--- src/rtl/vscodec_spi_ctrl.sv ---
// Avalon-MM SPI master for a VS10xx-style codec: TX byte FIFO, DREQ-paced mode-0 shifter, codec reset control.
// Define VSCODEC_SPI_IRQ_EN to add the IRQ enable register at address 4 and a live irq output.
module vscodec_spi_ctrl #(
  parameter int CLK_DIV    = 4,
  parameter int FIFO_DEPTH = 8
) (
  input  logic        clk,
  input  logic        reset,
  input  logic [2:0]  address,
  input  logic        chipselect,
  input  logic        write_n,
  input  logic        read_n,
  input  logic [31:0] writedata,
  output logic [31:0] readdata,
  input  logic [2:0]  codec_ctrl,
  output logic        spi_sclk,
  output logic        spi_mosi,
  input  logic        spi_miso,
  output logic        vs_xcs,
  output logic        vs_xdcs,
  output logic        vs_xreset,
  input  logic        vs_dreq,
  output logic        irq
);

  localparam int          AW       = $clog2(FIFO_DEPTH);
  localparam int          CW       = AW + 1;
  localparam logic [AW:0] DEPTH_C  = FIFO_DEPTH[AW:0];
  localparam logic [7:0]  DIV_LAST = 8'(CLK_DIV - 1);

  typedef enum logic [1:0] {
    ST_IDLE      = 2'd0,
    ST_WAIT_DREQ = 2'd1,
    ST_SHIFT     = 2'd2,
    ST_GAP       = 2'd3
  } state_t;

  state_t          state_r;
  state_t          state_s;
  logic [7:0]      mem_r [FIFO_DEPTH];
  logic [AW-1:0]   wptr_r;
  logic [AW-1:0]   rptr_r;
  logic [AW:0]     count_r;
  logic [7:0]      div_cnt_r;
  logic [7:0]      shreg_r;
  logic [7:0]      rxsh_r;
  logic [7:0]      rx_r;
  logic [2:0]      bit_cnt_r;
  logic            sclk_r;
  logic            mosi_r;
  logic            xcs_r;
  logic            xdcs_r;
  logic            xreset_r;
  logic            ovf_r;
  logic            dreq_meta_r;
  logic            dreq_sync_r;

  logic            wr_s;
  logic            push_req_s;
  logic            push_s;
  logic            pop_s;
  logic            ovf_set_s;
  logic            ovf_clr_s;
  logic            codec_rst_s;
  logic            enable_s;
  logic            empty_s;
  logic            full_s;
  logic            busy_s;
  logic            tick_s;
  logic            rise_s;
  logic            fall_s;
  logic            done_s;
  logic [3:0]      level_s;
  logic [7:0]      head_s;
  logic            unused_s;

  assign wr_s        = chipselect & ~write_n;
  assign push_req_s  = wr_s & (address == 3'd0);
  assign codec_rst_s = codec_ctrl[0];
  assign enable_s    = codec_ctrl[2];
  assign empty_s     = (count_r == '0);
  assign full_s      = (count_r == DEPTH_C);
  assign busy_s      = (state_r != ST_IDLE);
  assign tick_s      = (div_cnt_r == DIV_LAST);
  assign level_s     = 4'(count_r);
  assign head_s      = mem_r[rptr_r];
  // A pop in the same cycle frees a slot, so a push into a full FIFO still lands.
  assign push_s      = push_req_s & ~codec_rst_s & (~full_s | pop_s);
  assign ovf_set_s   = push_req_s & ~codec_rst_s & full_s & ~pop_s;
  assign ovf_clr_s   = wr_s & (address == 3'd3) & writedata[0];
  assign unused_s    = ^{read_n, writedata[31:8]};

  // Two-flop synchronizer for the asynchronous codec data request.
  always_ff @(posedge clk or posedge reset) begin
    if (reset) begin
      dreq_meta_r <= 1'b0;
      dreq_sync_r <= 1'b0;
    end else begin
      dreq_meta_r <= vs_dreq;
      dreq_sync_r <= dreq_meta_r;
    end
  end

  // FSM state register.
  always_ff @(posedge clk or posedge reset) begin
    if (reset) begin
      state_r <= ST_IDLE;
    end else begin
      state_r <= state_s;
    end
  end

  // Next-state and per-cycle shifter strobes.
  always_comb begin
    state_s = state_r;
    pop_s   = 1'b0;
    rise_s  = 1'b0;
    fall_s  = 1'b0;
    done_s  = 1'b0;
    if (codec_rst_s) begin
      state_s = ST_IDLE;
    end else begin
      case (state_r)
        ST_IDLE: begin
          if (!empty_s && enable_s) begin
            state_s = ST_WAIT_DREQ;
          end else begin
            state_s = ST_IDLE;
          end
        end
        ST_WAIT_DREQ: begin
          if (!enable_s || empty_s) begin
            state_s = ST_IDLE;
          end else if (dreq_sync_r) begin
            state_s = ST_SHIFT;
            pop_s   = 1'b1;
          end else begin
            state_s = ST_WAIT_DREQ;
          end
        end
        ST_SHIFT: begin
          if (tick_s && !sclk_r) begin
            rise_s  = 1'b1;
            state_s = ST_SHIFT;
          end else if (tick_s) begin
            fall_s = 1'b1;
            if (bit_cnt_r == 3'd7) begin
              done_s  = 1'b1;
              state_s = ST_GAP;
            end else begin
              state_s = ST_SHIFT;
            end
          end else begin
            state_s = ST_SHIFT;
          end
        end
        ST_GAP: begin
          if (tick_s) begin
            state_s = ST_IDLE;
          end else begin
            state_s = ST_GAP;
          end
        end
        default: begin
          state_s = ST_IDLE;
        end
      endcase
    end
  end

  // TX FIFO storage and pointers; the codec reset request flushes it.
  always_ff @(posedge clk or posedge reset) begin
    if (reset) begin
      wptr_r  <= '0;
      rptr_r  <= '0;
      count_r <= '0;
      for (int i = 0; i < FIFO_DEPTH; i++) begin
        mem_r[i] <= 8'h00;
      end
    end else if (codec_rst_s) begin
      wptr_r  <= '0;
      rptr_r  <= '0;
      count_r <= '0;
    end else begin
      if (push_s) begin
        mem_r[wptr_r] <= writedata[7:0];
        wptr_r        <= wptr_r + AW'(1'b1);
      end
      if (pop_s) begin
        rptr_r <= rptr_r + AW'(1'b1);
      end
      case ({push_s, pop_s})
        2'b10:   count_r <= count_r + CW'(1'b1);
        2'b01:   count_r <= count_r - CW'(1'b1);
        default: count_r <= count_r;
      endcase
    end
  end

  // Sticky overflow flag.
  always_ff @(posedge clk or posedge reset) begin
    if (reset) begin
      ovf_r <= 1'b0;
    end else if (ovf_set_s) begin
      ovf_r <= 1'b1;
    end else if (ovf_clr_s) begin
      ovf_r <= 1'b0;
    end else begin
      ovf_r <= ovf_r;
    end
  end

  // SCLK divider: runs inside SHIFT and GAP, restarts on every half-period and state change.
  always_ff @(posedge clk or posedge reset) begin
    if (reset) begin
      div_cnt_r <= 8'd0;
    end else if ((state_s == state_r) && ((state_r == ST_SHIFT) || (state_r == ST_GAP)) && !tick_s) begin
      div_cnt_r <= div_cnt_r + 8'd1;
    end else begin
      div_cnt_r <= 8'd0;
    end
  end

  // Mode-0 shifter: chip select and MSB set up at the pop, MISO in on rise, MOSI out on fall.
  always_ff @(posedge clk or posedge reset) begin
    if (reset) begin
      sclk_r    <= 1'b0;
      mosi_r    <= 1'b0;
      xcs_r     <= 1'b1;
      xdcs_r    <= 1'b1;
      shreg_r   <= 8'h00;
      rxsh_r    <= 8'h00;
      rx_r      <= 8'h00;
      bit_cnt_r <= 3'd0;
    end else if (codec_rst_s) begin
      sclk_r    <= 1'b0;
      mosi_r    <= 1'b0;
      xcs_r     <= 1'b1;
      xdcs_r    <= 1'b1;
      bit_cnt_r <= 3'd0;
    end else if (pop_s) begin
      shreg_r   <= head_s;
      mosi_r    <= head_s[7];
      xcs_r     <= ~codec_ctrl[1];
      xdcs_r    <= codec_ctrl[1];
      sclk_r    <= 1'b0;
      bit_cnt_r <= 3'd0;
    end else if (rise_s) begin
      sclk_r <= 1'b1;
      rxsh_r <= {rxsh_r[6:0], spi_miso};
    end else if (fall_s) begin
      sclk_r    <= 1'b0;
      bit_cnt_r <= bit_cnt_r + 3'd1;
      shreg_r   <= {shreg_r[6:0], 1'b0};
      if (done_s) begin
        xcs_r  <= 1'b1;
        xdcs_r <= 1'b1;
        rx_r   <= rxsh_r;
      end else begin
        mosi_r <= shreg_r[6];
      end
    end else begin
      sclk_r <= sclk_r;
    end
  end

  // Codec hardware reset follows the PIO request through one register.
  always_ff @(posedge clk or posedge reset) begin
    if (reset) begin
      xreset_r <= 1'b0;
    end else begin
      xreset_r <= ~codec_ctrl[0];
    end
  end

  assign spi_sclk  = sclk_r;
  assign spi_mosi  = mosi_r;
  assign vs_xcs    = xcs_r;
  assign vs_xdcs   = xdcs_r;
  assign vs_xreset = xreset_r;

`ifdef VSCODEC_SPI_IRQ_EN
  logic ier_r;
  logic irq_r;

  // IRQ enable register and registered "drained and idle" interrupt.
  always_ff @(posedge clk or posedge reset) begin
    if (reset) begin
      ier_r <= 1'b0;
      irq_r <= 1'b0;
    end else begin
      if (wr_s && (address == 3'd4)) begin
        ier_r <= writedata[0];
      end else begin
        ier_r <= ier_r;
      end
      irq_r <= ier_r & empty_s & (state_r == ST_IDLE);
    end
  end

  assign irq = irq_r;
`else
  assign irq = 1'b0;
`endif

  // Zero-wait, side-effect-free register read mux.
  always_comb begin
    readdata = 32'h0000_0000;
    case (address)
      3'd1:    readdata = {20'h0_0000, level_s, 3'b000, ovf_r, busy_s, full_s, empty_s, dreq_sync_r};
      3'd2:    readdata = {24'h00_0000, rx_r};
`ifdef VSCODEC_SPI_IRQ_EN
      3'd4:    readdata = {31'h0000_0000, ier_r};
`endif
      default: readdata = 32'h0000_0000;
    endcase
  end

endmodule

--- config.mk ---
export PLATFORM = sky130hd
export DESIGN_NAME = vscodec_spi_ctrl
export DESIGN_NICKNAME = d
export VERILOG_FILES = /design/src/rtl/vscodec_spi_ctrl.sv
export SDC_FILE = /design/constraint.sdc
export NUM_CORES = 1
export LEC_CHECK = 0
export CORE_ASPECT_RATIO = 0.5
export CORE_MARGIN = 2
export CORE_UTILIZATION = 49
export CTS_CLUSTER_DIAMETER = 150
export DETAILED_ROUTE_END_ITERATION = 6
export PLACE_DENSITY = 0.76
export RECOVER_POWER = 25
export SYNTH_ARGS = -nofsm -noshare
export SYNTH_HDL_FRONTEND = slang
export SYNTH_SLANG_ARGS = --single-unit
--- constraint.sdc ---
create_clock -name clk -period 4 [get_ports clk]
set_input_delay 1 -clock clk [delete_from_list [all_inputs] [get_ports clk]]
set_output_delay 1 -clock clk [all_outputs]
set_load 0.05 [all_outputs]
**After elaboration in Yosys (flattened, before gate mapping)**

Index checks and enable logic that the tools add are counted.

- Add/sub/neg operators: 6
- Order comparisons: 3
- Eq/ne operators: 15
- Muxes and demuxes: 64
- Bitwise gates (word level): 17
- Reduce and logical (&&, ||, !) cells: 30

Operators by type and width:

| operator | number |
|---|---|
| 64-bit bitwise mux | 1 |
| 1-bit 2-to-1 mux | 36 |
| 8-bit 2-to-1 mux | 4 |
| 8-bit binary-select mux with 3-bit select | 1 |
| 8-bit demux with 3-bit select | 1 |
| 3-bit 2-to-1 mux | 8 |
| 12-bit case mux with 2 select lines | 1 |
| 7-bit 2-to-1 mux | 3 |
| 2-bit 2-to-1 mux | 6 |
| 3-bit AND reduction | 4 |
| 2-bit nonzero test | 5 |
| 3-bit by 1-bit adder with 3-bit output, second input constant | 3 |
| 3-bit nonzero test | 3 |
| 8-bit by 1-bit adder with 8-bit output, second input constant | 1 |
| 1-bit AND | 8 |
| 8-bit by 2-bit equality test with 1-bit output, second input constant | 1 |
| 4-bit >= comparator, second input constant | 2 |
| 3-bit inverter with 4-bit output | 2 |
| 2-bit case mux with 4 select lines | 1 |
| 4-bit case mux with 2 select lines | 1 |
| 2-bit equality test, second input constant | 3 |
| 3-bit by 2-bit equality test with 1-bit output, second input constant | 2 |
| 3-bit inequality test, second input constant | 2 |
| 1-bit inverter | 6 |
| other kinds (20) | 30 |

- Register bits after elaboration: 118
- Input port bits: 45
- Output and inout bits: 38
- Word-level logic and storage cells: 160

**Logic depth before layout (Yosys ltp)**

Gate-level depths: netlist of the first run.

- Depth after elaboration: 11
- Mapped depth: 11
- Gate-level depth less buffers: 9

**Least setup slack after synthesis of the first run**

Ideal clock, no wire load.

- Kind: input to output
- Start: input address[0]
- End: output readdata[3]
- Arrival: 2.159 ns
- Setup slack: 0.841 ns
- Cell stages on the path: 3
- Cells stage by stage: nor2b_1 > o21ai_0 > a21oi_1

- Longest elaborated chain between the ends: 2

RTL lines:

| item | RTL line | RTL |
|---|---|---|
| start, declared | 9 | `input logic [2:0] address,` |
| 3-bit by 2-bit equality test with 1-bit output or 3-bit by 1-bit equality test with 1-bit output (tied branches) | 309 | `case (address)` |
| 12-bit case mux with 2 select lines (*) | 309 |  |
| end, declared | 14 | `output logic [31:0] readdata,` |

Every way passes the cells marked *; elsewhere a longest branch is shown, timed or not.

**Worst setup path after layout of the first run**

Same ends and word-level chain as after synthesis.

==> metrics.txt, run 1 <==
met3 Use GR around 5.1%; total negative slack 0 ns; f_max 283.1 MHz; Post-synth EDFFs 0; Pwr Density about 420 nW/um^2; Port Buffers 36; Max Transition Viols Final around 120; run status complete, but fails checks; Period Utilization, post-route 88.30%; commonest non-fill, non-tap cells in the layout dfrtp_1, mux2_2, nor2_1; Max FO, Critical Path 6; GRT Total Usage 19.75%; Clock H-tree levels 4; RSZ-0062 raised after global routing no; largest net degree at the start of global routing 119; die height between 80 and 90 um; Rows 27; Worst R2R End rx_r[0]; reg2reg start div_cnt_r[0]; Initial Util around half; yosys warns 0; Cells after Synth ~440; clock buffer depth 2; GR Util met1 roughly 27%; fillers around 840; slew of the pin with the lowest slew margin 1.558 ns; I/O pins between 80 and 90; CTS buffer count 17; Cell Count, Final, Fillers Out between 600 and 700; Slew headroom -3.869%; Via density ~5.5; gr ovfl total 0; Worst Setup Start Kind input pin; DRC 0; number of gates resized after CTS 0; critical path class in2out; LEAKAGE 3.149 nW; Pre-antenna DRT Iters 5; vias roughly 3.5k; syn_area_per_cell around 13 sq um; total core area between 10,000 and 15,000 sq um; antenna violations before repair 0; minimum clock period 3.532 ns; CTS tree yes; CTS root buffer clkbuf_16; WL/cell around 17 um; Netlist cell types 55; reg-to-reg slack, setup about 1.0 ns; Async SR Flop Fraction 100.0%; Die W between 150 and 200 um; WHS Endpoint dreq_sync_r; Max-Cap Viols 1; Worst Path Required 3.00 ns; HPWL Detailed just over 7000 um; vias in the first global route about 3.6k; Num Clock Sinks ~120; Final Setup Violations 0; crit path capture type primary output; GP Congestion 0.7959; Storage cell area around 3000 sq um; Iter 0 DRT Violations 173; hold_sp dreq_meta_r; clock latency on the worst-skew pair 0.42 ns; arrival time at the worst endpoint about 2.5 ns; Final Core Density between 60% and 70%; Setup Skew 0.007026 ns; maximum VDD drop 0.2224 mV; post-route ant nets 0; share of cells above drive strength 1 roughly a third; Die Area about 13,000 sq um; reg2reg path depth 6; sequential area share after synthesis 51.93%; Netlist Area Pre-Place between 5000 and 6000 sq um; Routed WL about 11,000 um; hold_buf cts 0; HP Class reg2reg; most common flop cell mapped by yosys dfrtp_1; Clk pin slew, worst setup/hold paths approximately 0.050 ns; area grow syn2layout 19.72%; setup bufs post-CTS 0; area of the multi-input gates ~2500 sq um; global-route wire length before repair between 15,000 and 20,000 um; violated checks max-capacitance violations, max-slew violations; most crowded layer after global routing met2; WHS Path Cells 0; diodes inserted 0; Final Net Count approximately 540; GRT met2 Usage 30.18%; most common cell after layout, fill and taps aside dfrtp_1; placed insts between 600 and 700; #FFs+latches synth roughly 120; final hold vios 0
## cells in the mapped netlist, types with 6 or more instances
library cell | number | area share, %
nand3_1 | 6 | 0.53
dfrtp_1 | 116 | 51
clkbuf_1 | 13 | 0.86
and3_1 | 7 | 0.77
o221a_2 | 6 | 1.2
mux2_2 | 72 | 14
mux2_4 | 8 | 2.1
a21oi_1 | 6 | 0.53
ha_1 | 7 | 1.5
mux2i_1 | 11 | 1.9
inv_1 | 8 | 0.53
nand2_1 | 19 | 1.3
xor2_1 | 7 | 1.1
or3_1 | 6 | 0.66
mux4_2 | 16 | 6.3
buf_4 | 21 | 2.8
xnor2_1 | 6 | 0.92
nor2_1 | 27 | 1.8
## through the flow
| step | area (sq um) | power (W) | hold slack, ns | setup slack (ns) |
|---|---|---|---|---|
| final | 6813 | 0.002834 | 0.3463 | 0.4681 |
| after floorplan | 5769 | 0.001384 | 0.3312 | 0.8407 |
| after global placement | 6260 | 0.001421 | 0.3345 | 0.4535 |
| after CTS | 6825 | 0.002858 | 0.3479 | 0.4767 |
| after global routing | 6813 | 0.002922 | 0.3530 | 0.3198 |
| after detailed placement | 6260 | 0.001424 | 0.3363 | 0.3841 |
## registers in the layout, indices dropped and copies added, names as in the netlist, 2 cells and up
name       flops
rptr_r         3
rx_r           8
mem_r         64
count_r        4
rxsh_r         8
shreg_r        7
bit_cnt_r      3
div_cnt_r      8
wptr_r         3
state_r        2
## worst max-delay path by stage
stage                from  slack (ns)  depth (start not counted)          end
2_1_floorplan  address[0]        0.84                          3  readdata[3]
3_3_place_gp   address[1]        0.45                          7    mem_r[42]
3_5_place_dp   address[1]        0.38                          7    mem_r[42]
4_1_cts        address[0]        0.48                          5  readdata[3]
5_1_grt        address[0]        0.32                          5  readdata[3]
6_report       address[0]        0.47                          5  readdata[3]
## critical path, cell delays in order
cell	delay (ns)
clkdlybuf4s50_1	0.53
nor2b_1	0.38
o21ai_0	0.17
a21oi_1	0.27
buf_12	0.18
## area by class of cell
type                    instances  share of cell area, %
repair buffers                 49                  7.934
clock buffers                  25                  7.273
inverters                       9                 0.5510
multi-input cells             288                  37.17
flip-flops and latches        118                  43.38
clock inverters                 7                  1.028
well taps                     145                  2.663
## layer usage
metal  share of wire, %  vias up
li1                   -     1641
met5                  0        -
met3                4.9       19
met1                 48     1789
met4                1.8        0
met2                 46       86
## cells by family after synthesis
group / Yosys count / synth area share (%)
xor+xnor: 13 / 2.001
flops: 118 / 51.93
fa+ha+maj: 7 / 1.539
mux: 107 / 24.63
compound gates: 37 / 4.837
other cells: 1 / 0.06590
buf+inv: 49 / 4.881
simple gates: 103 / 10.11
## report_power, final
part           switching [W]  total (W)  internal [W]
clock               0.000516    0.00143      0.000916
combinational       0.000110   0.000171     0.0000609
sequential         0.0000129    0.00123       0.00122
Power figures use the tool's default switching activity.
==> run 2, diff against run 1 <==
- CTS_CLUSTER_DIAMETER: 150 -> not set
- PLACE_DENSITY: 0.76 -> 0.81
==> run 2 against run 1 <==
Compared with the run above: the flow now finishes without violations; first-iteration DRC count up 58%; clock skew decreased by 0.0012 ns; global-route usage decreased by 0.17 points; clock power rose by 3%; register-to-register slack got worse by 0.02 ns; worst hold slack better by 0.0094 ns; final cell count shrank 0.47%; highest routed layer unchanged.
==> metrics.txt, run 2 (synthesis results as in run 1) <==
Final Cell Area 6833 sq um (was 6813 sq um); global-route wire length before repair 18,460 um (was 18,430 um); gr ovfl total 0 (unchanged); antenna violations before repair 0 (unchanged); Final Net Count 536 (was 535); most common cell after layout, fill and taps aside dfrtp_1 (unchanged); DRC 0 (unchanged); number of gates resized after CTS 0 (unchanged); Routed WL 11,290 um (was 11,210 um); total core area 11,150 sq um (unchanged); setup bufs post-CTS 0 (unchanged); vias in the first global route 3,546 (was 3,580); Crit-path slowest cell clkdlybuf4s50_1 (unchanged); CP dominant cell by count nor2b_1; Overall Power 0.002880 W (was 0.002834 W); Clock H-tree levels 4 (unchanged); sw frac 21.42% (was 22.54%); CTS root buffer clkbuf_16 (unchanged); Port Buffers 36 (unchanged); LEAKAGE 3.173 nW (was 3.149 nW); sequential group share of total power 42.7% (was 43.4%); Num Clock Sinks 118 (unchanged); f_max 282.3 MHz (was 283.1 MHz); Psw 0.0006168 W (was 0.0006388 W); Rows 27 (unchanged); GRT Total Usage 19.58% (was 19.75%); largest net degree at the start of global routing 70 (was 119); die height 80.20 um (unchanged); Max FO, Critical Path 6 (unchanged); final hold vios 0 (unchanged); Largest register FFs 64 (unchanged); Worst Path Required 3.00 ns (about the same); slowest stage delay, CP 0.52 ns (was 0.53 ns); Slew headroom 12.21% (was -3.869%); commonest non-fill, non-tap cells in the layout dfrtp_1, mux2_2, nor2_1 (unchanged); HPWL Detailed 7433 um (was 7117 um); Iter 0 DRT Violations 274 (was 173); I/O pins 83 (unchanged); arrival time at the worst endpoint 2.54 ns (was 2.53 ns); CTS tree yes (unchanged); post-route ant nets 0 (unchanged); run status completed (was complete, but fails checks); minimum clock period 3.542 ns (was 3.532 ns); total negative slack 0 ns (unchanged); Max Transition Viols Final 0 (was 119); worst-path cell chain clkdlybuf4s50_1, nor2b_1, nor2b_1, and2_1, buf_12 (was clkdlybuf4s50_1, nor2b_1, o21ai_0, a21oi_1, buf_12); Via density 5.708 (was 5.515); Die Area 12,540 sq um (unchanged); part of the power in combinational logic 6.0% (about the same); WL/cell 17.70 um (was 17.49 um); Worst Setup Start Kind input pin (unchanged); Top Family by Delay on Critical Path simple AND/OR/NAND/NOR gates (was buffers and inverters); crit path capture type primary output (unchanged); RSZ-0062 raised after global routing no (unchanged); Setup Skew 0.005835 ns (was 0.007026 ns); Pwr Density 421.5 nW/um^2 (was 415.9 nW/um^2); Final Setup Violations 0 (unchanged); Max-Cap Viols 0 (was 1); area grow syn2layout 20.07% (was 19.72%); critical path class in2out (unchanged); diodes inserted 0 (unchanged); clock latency on the worst-skew pair 0.41 ns (was 0.42 ns); slew of the pin with the lowest slew margin 1.317 ns (was 1.558 ns); HP Class reg2reg (unchanged); clock buffer depth 2 (unchanged); CTS buffer count 17 (unchanged); maximum VDD drop 0.2229 mV (was 0.2224 mV); hold_buf cts 0 (unchanged); Die W 156.4 um (unchanged); GP Congestion 0.8056 (was 0.7959); Period Utilization, post-route 88.56% (was 88.30%); WP buf/inv 2 (unchanged); Clk pwr share 51.3% (was 50.5%); Pre-antenna DRT Iters 5 (unchanged); P_int 0.002263 W (was 0.002195 W); Initial Util 51.04% (unchanged); Clk pin slew, worst setup/hold paths 0.05 ns (about the same); vias 3,642 (was 3,535); Placed Instance Area 6267 sq um (was 6260 sq um); share of cells above drive strength 1 34.28% (was 34.48%); Most flops, register mem_r (unchanged)
-- run 2: cell count changes in the layout (fill, tap and decap cells not counted) --
| cell | before | now |
|---|---|---|
| clkinvlp_4 | 5 | 0 |
| buf_12 | 9 | 10 |
| bufinv_16 | 1 | 2 |
| clkbuf_1 | 4 | 3 |
| clkbuf_4 | 1 | 0 |
| clkbuf_8 | 4 | 5 |
| clkinvlp_2 | 0 | 1 |
-- run 2: layout make-up --
class | count | area, sq um
timing repair buffer | 50 | 556.8
clock buffer | 24 | 501.7
tap | 145 | 181.4
multi-input combinational | 288 | 2532
fill | 825 | 4315
inverter | 9 | 35.03
clock inverter | 4 | 70.07
sequential | 118 | 2955
-- run 2: layer usage --
metal / global-route usage, % / up-vias / part of all wire (%)
li1: - / 1640 / -
met1: 26.32 / 1851 / 45
met2: 30.40 / 132 / 47
met3: 5.666 / 19 / 6.6
met4: 7.431 / 0 / 2.0
met5: 0 / - / 0
-- run 2: path summary, 6_finish.rpt --
kind | slack [ns] | cells past startpoint | end | start
min reg2reg | 0.36 | 0 | dreq_sync_r | dreq_meta_r
max in group asynchronous | 1.02 | 3 | div_cnt_r[3] | reset
max reg2reg | 0.99 | 6 | rx_r[2] | div_cnt_r[0]
max | 0.46 | 5 | readdata[11] | address[0]
min in group asynchronous | 1.28 | 2 | dreq_meta_r | reset
min | 0.36 | 0 | dreq_sync_r | dreq_meta_r
-- run 2: power groups by stage --
stage | combinational, W | sequential, W | clock (W)
final | 0.000173 | 0.00123 | 0.00148
after global routing | 0.000189 | 0.00123 | 0.00156
after CTS | 0.000177 | 0.00123 | 0.00150
after detailed placement | 0.000175 | 0.00125 | 0
after global placement | 0.000172 | 0.00125 | 0
after floorplan | 0.000136 | 0.00125 | 0
-- run 2: metrics by stage --
step	util, %	setup slack, ns	cells	hold slack, ns
finish	61.29	0.4577	638	0.3557
CTS	61.35	0.4538	638	0.3595
global placement	56.22	0.2971	610	0.3347
floorplan	-	0.8407	455	0.3312
detailed placement	56.22	0.1949	610	0.3482
global route	61.29	0.3034	638	0.3731
==> run 3, diff against run 2 <==
- CAP_MARGIN: not set -> 0
- RECOVER_POWER: 25 -> not set
==> run 3 against run 2 <==
Compared with the run above: worst hold slack is essentially flat; clock-buffer cell count unchanged; sequential power about the same; critical path depth unchanged; highest routed layer unchanged.
==> metrics.txt, run 3 (synthesis results as in run 1) <==
run status completed (unchanged); reg2reg path depth 6 (unchanged); CTS tree yes (unchanged); HPWL Detailed 7433 um (unchanged); Pwr Density 421.1 nW/um^2 (was 421.5 nW/um^2); share of cells above drive strength 1 34.48% (was 34.28%); Die W 156.4 um (unchanged); minimum clock period 3.538 ns (was 3.542 ns); CTS buffer count 17 (unchanged); arrival time at the worst endpoint 2.54 ns (about the same); clock buffer depth 2 (unchanged); area grow syn2layout 20.18% (was 20.07%); reg-to-reg slack, setup 0.99 ns (about the same); HP Class reg2reg (unchanged); gr ovfl total 0 (unchanged); GRT Total Usage 19.58% (unchanged); final hold vios 0 (unchanged); Slew headroom 35.07% (was 12.21%); Clk pin slew, worst setup/hold paths 0.05 ns (about the same); reg2reg start div_cnt_r[0] (unchanged); vias 3,628 (was 3,642); Most flops, register mem_r (unchanged); clock latency on the worst-skew pair 0.41 ns (about the same); die height 80.20 um (unchanged); total negative slack 0 ns (unchanged); number of gates resized after CTS 0 (unchanged); Num Clock Sinks 118 (unchanged); fin worst setup slack 0.4619 ns (was 0.4577 ns); WHS Path Cells 0 (unchanged); worst hold slack 0.3557 ns (about the same); critical path class in2out (unchanged); fillers 824 (was 825); post-route ant nets 0 (unchanged); CP dominant cell by count nor2b_1 (unchanged); Iter 0 DRT Violations 276 (was 274); Rows 27 (unchanged); slowest stage delay, CP 0.52 ns (about the same); Max Transition Viols Final 0 (unchanged); Initial Util 51.04% (unchanged); antenna violations before repair 0 (unchanged); CTS root buffer clkbuf_16 (unchanged); Storage cell area 2955 sq um (unchanged); Port Buffers 36 (unchanged); Final Net Count 536 (unchanged); Placement Setup Slack 0.1949 ns (unchanged); Setup Skew 0.005380 ns (was 0.005835 ns); Largest register FFs 64 (unchanged); Crit-path slowest cell clkdlybuf4s50_1 (unchanged); GP Congestion 0.8056 (unchanged); most common cell after layout, fill and taps aside dfrtp_1 (unchanged); crit path capture type primary output (unchanged); hold_buf cts 0 (unchanged); LEAKAGE 3.176 nW (was 3.173 nW); vias in the first global route 3,546 (unchanged); slew of the pin with the lowest slew margin 0.9650 ns (was 1.317 ns); WL/cell 17.66 um (was 17.70 um); RSZ-0062 raised after global routing no (unchanged); Pre-antenna DRT Iters 5 (unchanged); Die Area 12,540 sq um (unchanged); setup bufs post-CTS 0 (unchanged); area of the multi-input gates 2532 sq um (unchanged); Final Setup Violations 0 (unchanged); DRC 0 (unchanged); Clock H-tree levels 4 (unchanged); hold_sp dreq_meta_r (unchanged); WHS Endpoint dreq_sync_r (unchanged); Worst Path Required 3.00 ns (about the same); Via density 5.687 (was 5.708); worst-path cell chain clkdlybuf4s50_1, nor2b_1, nor2b_1, and2_1, buf_12 (unchanged); I/O pins 83 (unchanged); Period Utilization, post-route 88.45% (was 88.56%); Worst R2R End rx_r[2] (unchanged); Max FO, Critical Path 6 (unchanged); total core area 11,150 sq um (unchanged); diodes inserted 0 (unchanged); commonest non-fill, non-tap cells in the layout dfrtp_1, mux2_2, nor2_1 (unchanged); Worst Setup Start Kind input pin (unchanged); Max-Cap Viols 0 (unchanged); maximum VDD drop 0.2229 mV (about the same); f_max 282.6 MHz (was 282.3 MHz); largest net degree at the start of global routing 70 (unchanged); global-route wire length before repair 18,460 um (unchanged); Routed WL 11,270 um (was 11,290 um)
[run 3: changes by cell type in the layout (fill, tap and decap cells not counted)]
cell	delta
clkbuf_1	-1
clkinvlp_4	+1
clkdlybuf4s50_1	+2
clkinvlp_2	-1
buf_4	+1
dlygate4sd3_1	-2
[run 3: worst max-delay path: cells and delay by family]
family                 cells  cell delay, ns
buffers and inverters      2            0.66
and+or+nand+nor            3            0.86
[run 3: through the flow]
step	instances	util [%]	cell area (sq um)	power [W]
floorplan	455	-	5769	0.001384
global placement	610	56.22	6267	0.001421
detailed placement	610	56.22	6267	0.001425
CTS	638	61.35	6839	0.002905
global route	638	61.35	6839	0.002981
finish	638	61.35	6839	0.002880
[run 3: how the worst max path moves through the flow]
stage          slack (ns)     startpoint      endpoint
2_1_floorplan        0.84     address[0]   readdata[3]
3_3_place_gp         0.30  codec_ctrl[0]     mem_r[25]
3_5_place_dp         0.19  codec_ctrl[2]     mem_r[30]
4_1_cts              0.45     address[0]   readdata[9]
5_1_grt              0.30     address[0]  readdata[10]
6_report             0.46     address[0]  readdata[11]
[run 3: per-layer routing]
metal	routed length [um]	track usage, %
met1	5098	26.32
met2	5257	30.40
met3	690	5.666
met4	223	7.431
met5	0	0
[run 3: area by class of cell]
cell class                      instances  share of cell area [%]
Multi-Input combinational cell        288                   37.03
Sequential cell                       118                   43.21
Inverter                                9                  0.5488
Timing Repair Buffer                   50                   8.196
Tap cell                              145                   2.653
Clock inverter                          4                   1.025
Clock buffer                           24                   7.336
[run 3: power breakdown]
| group | switching, W | internal, W |
|---|---|---|
| combinational | 0.000111 | 0.0000635 |
| clock | 0.000493 | 0.000982 |
| sequential | 0.0000119 | 0.00122 |
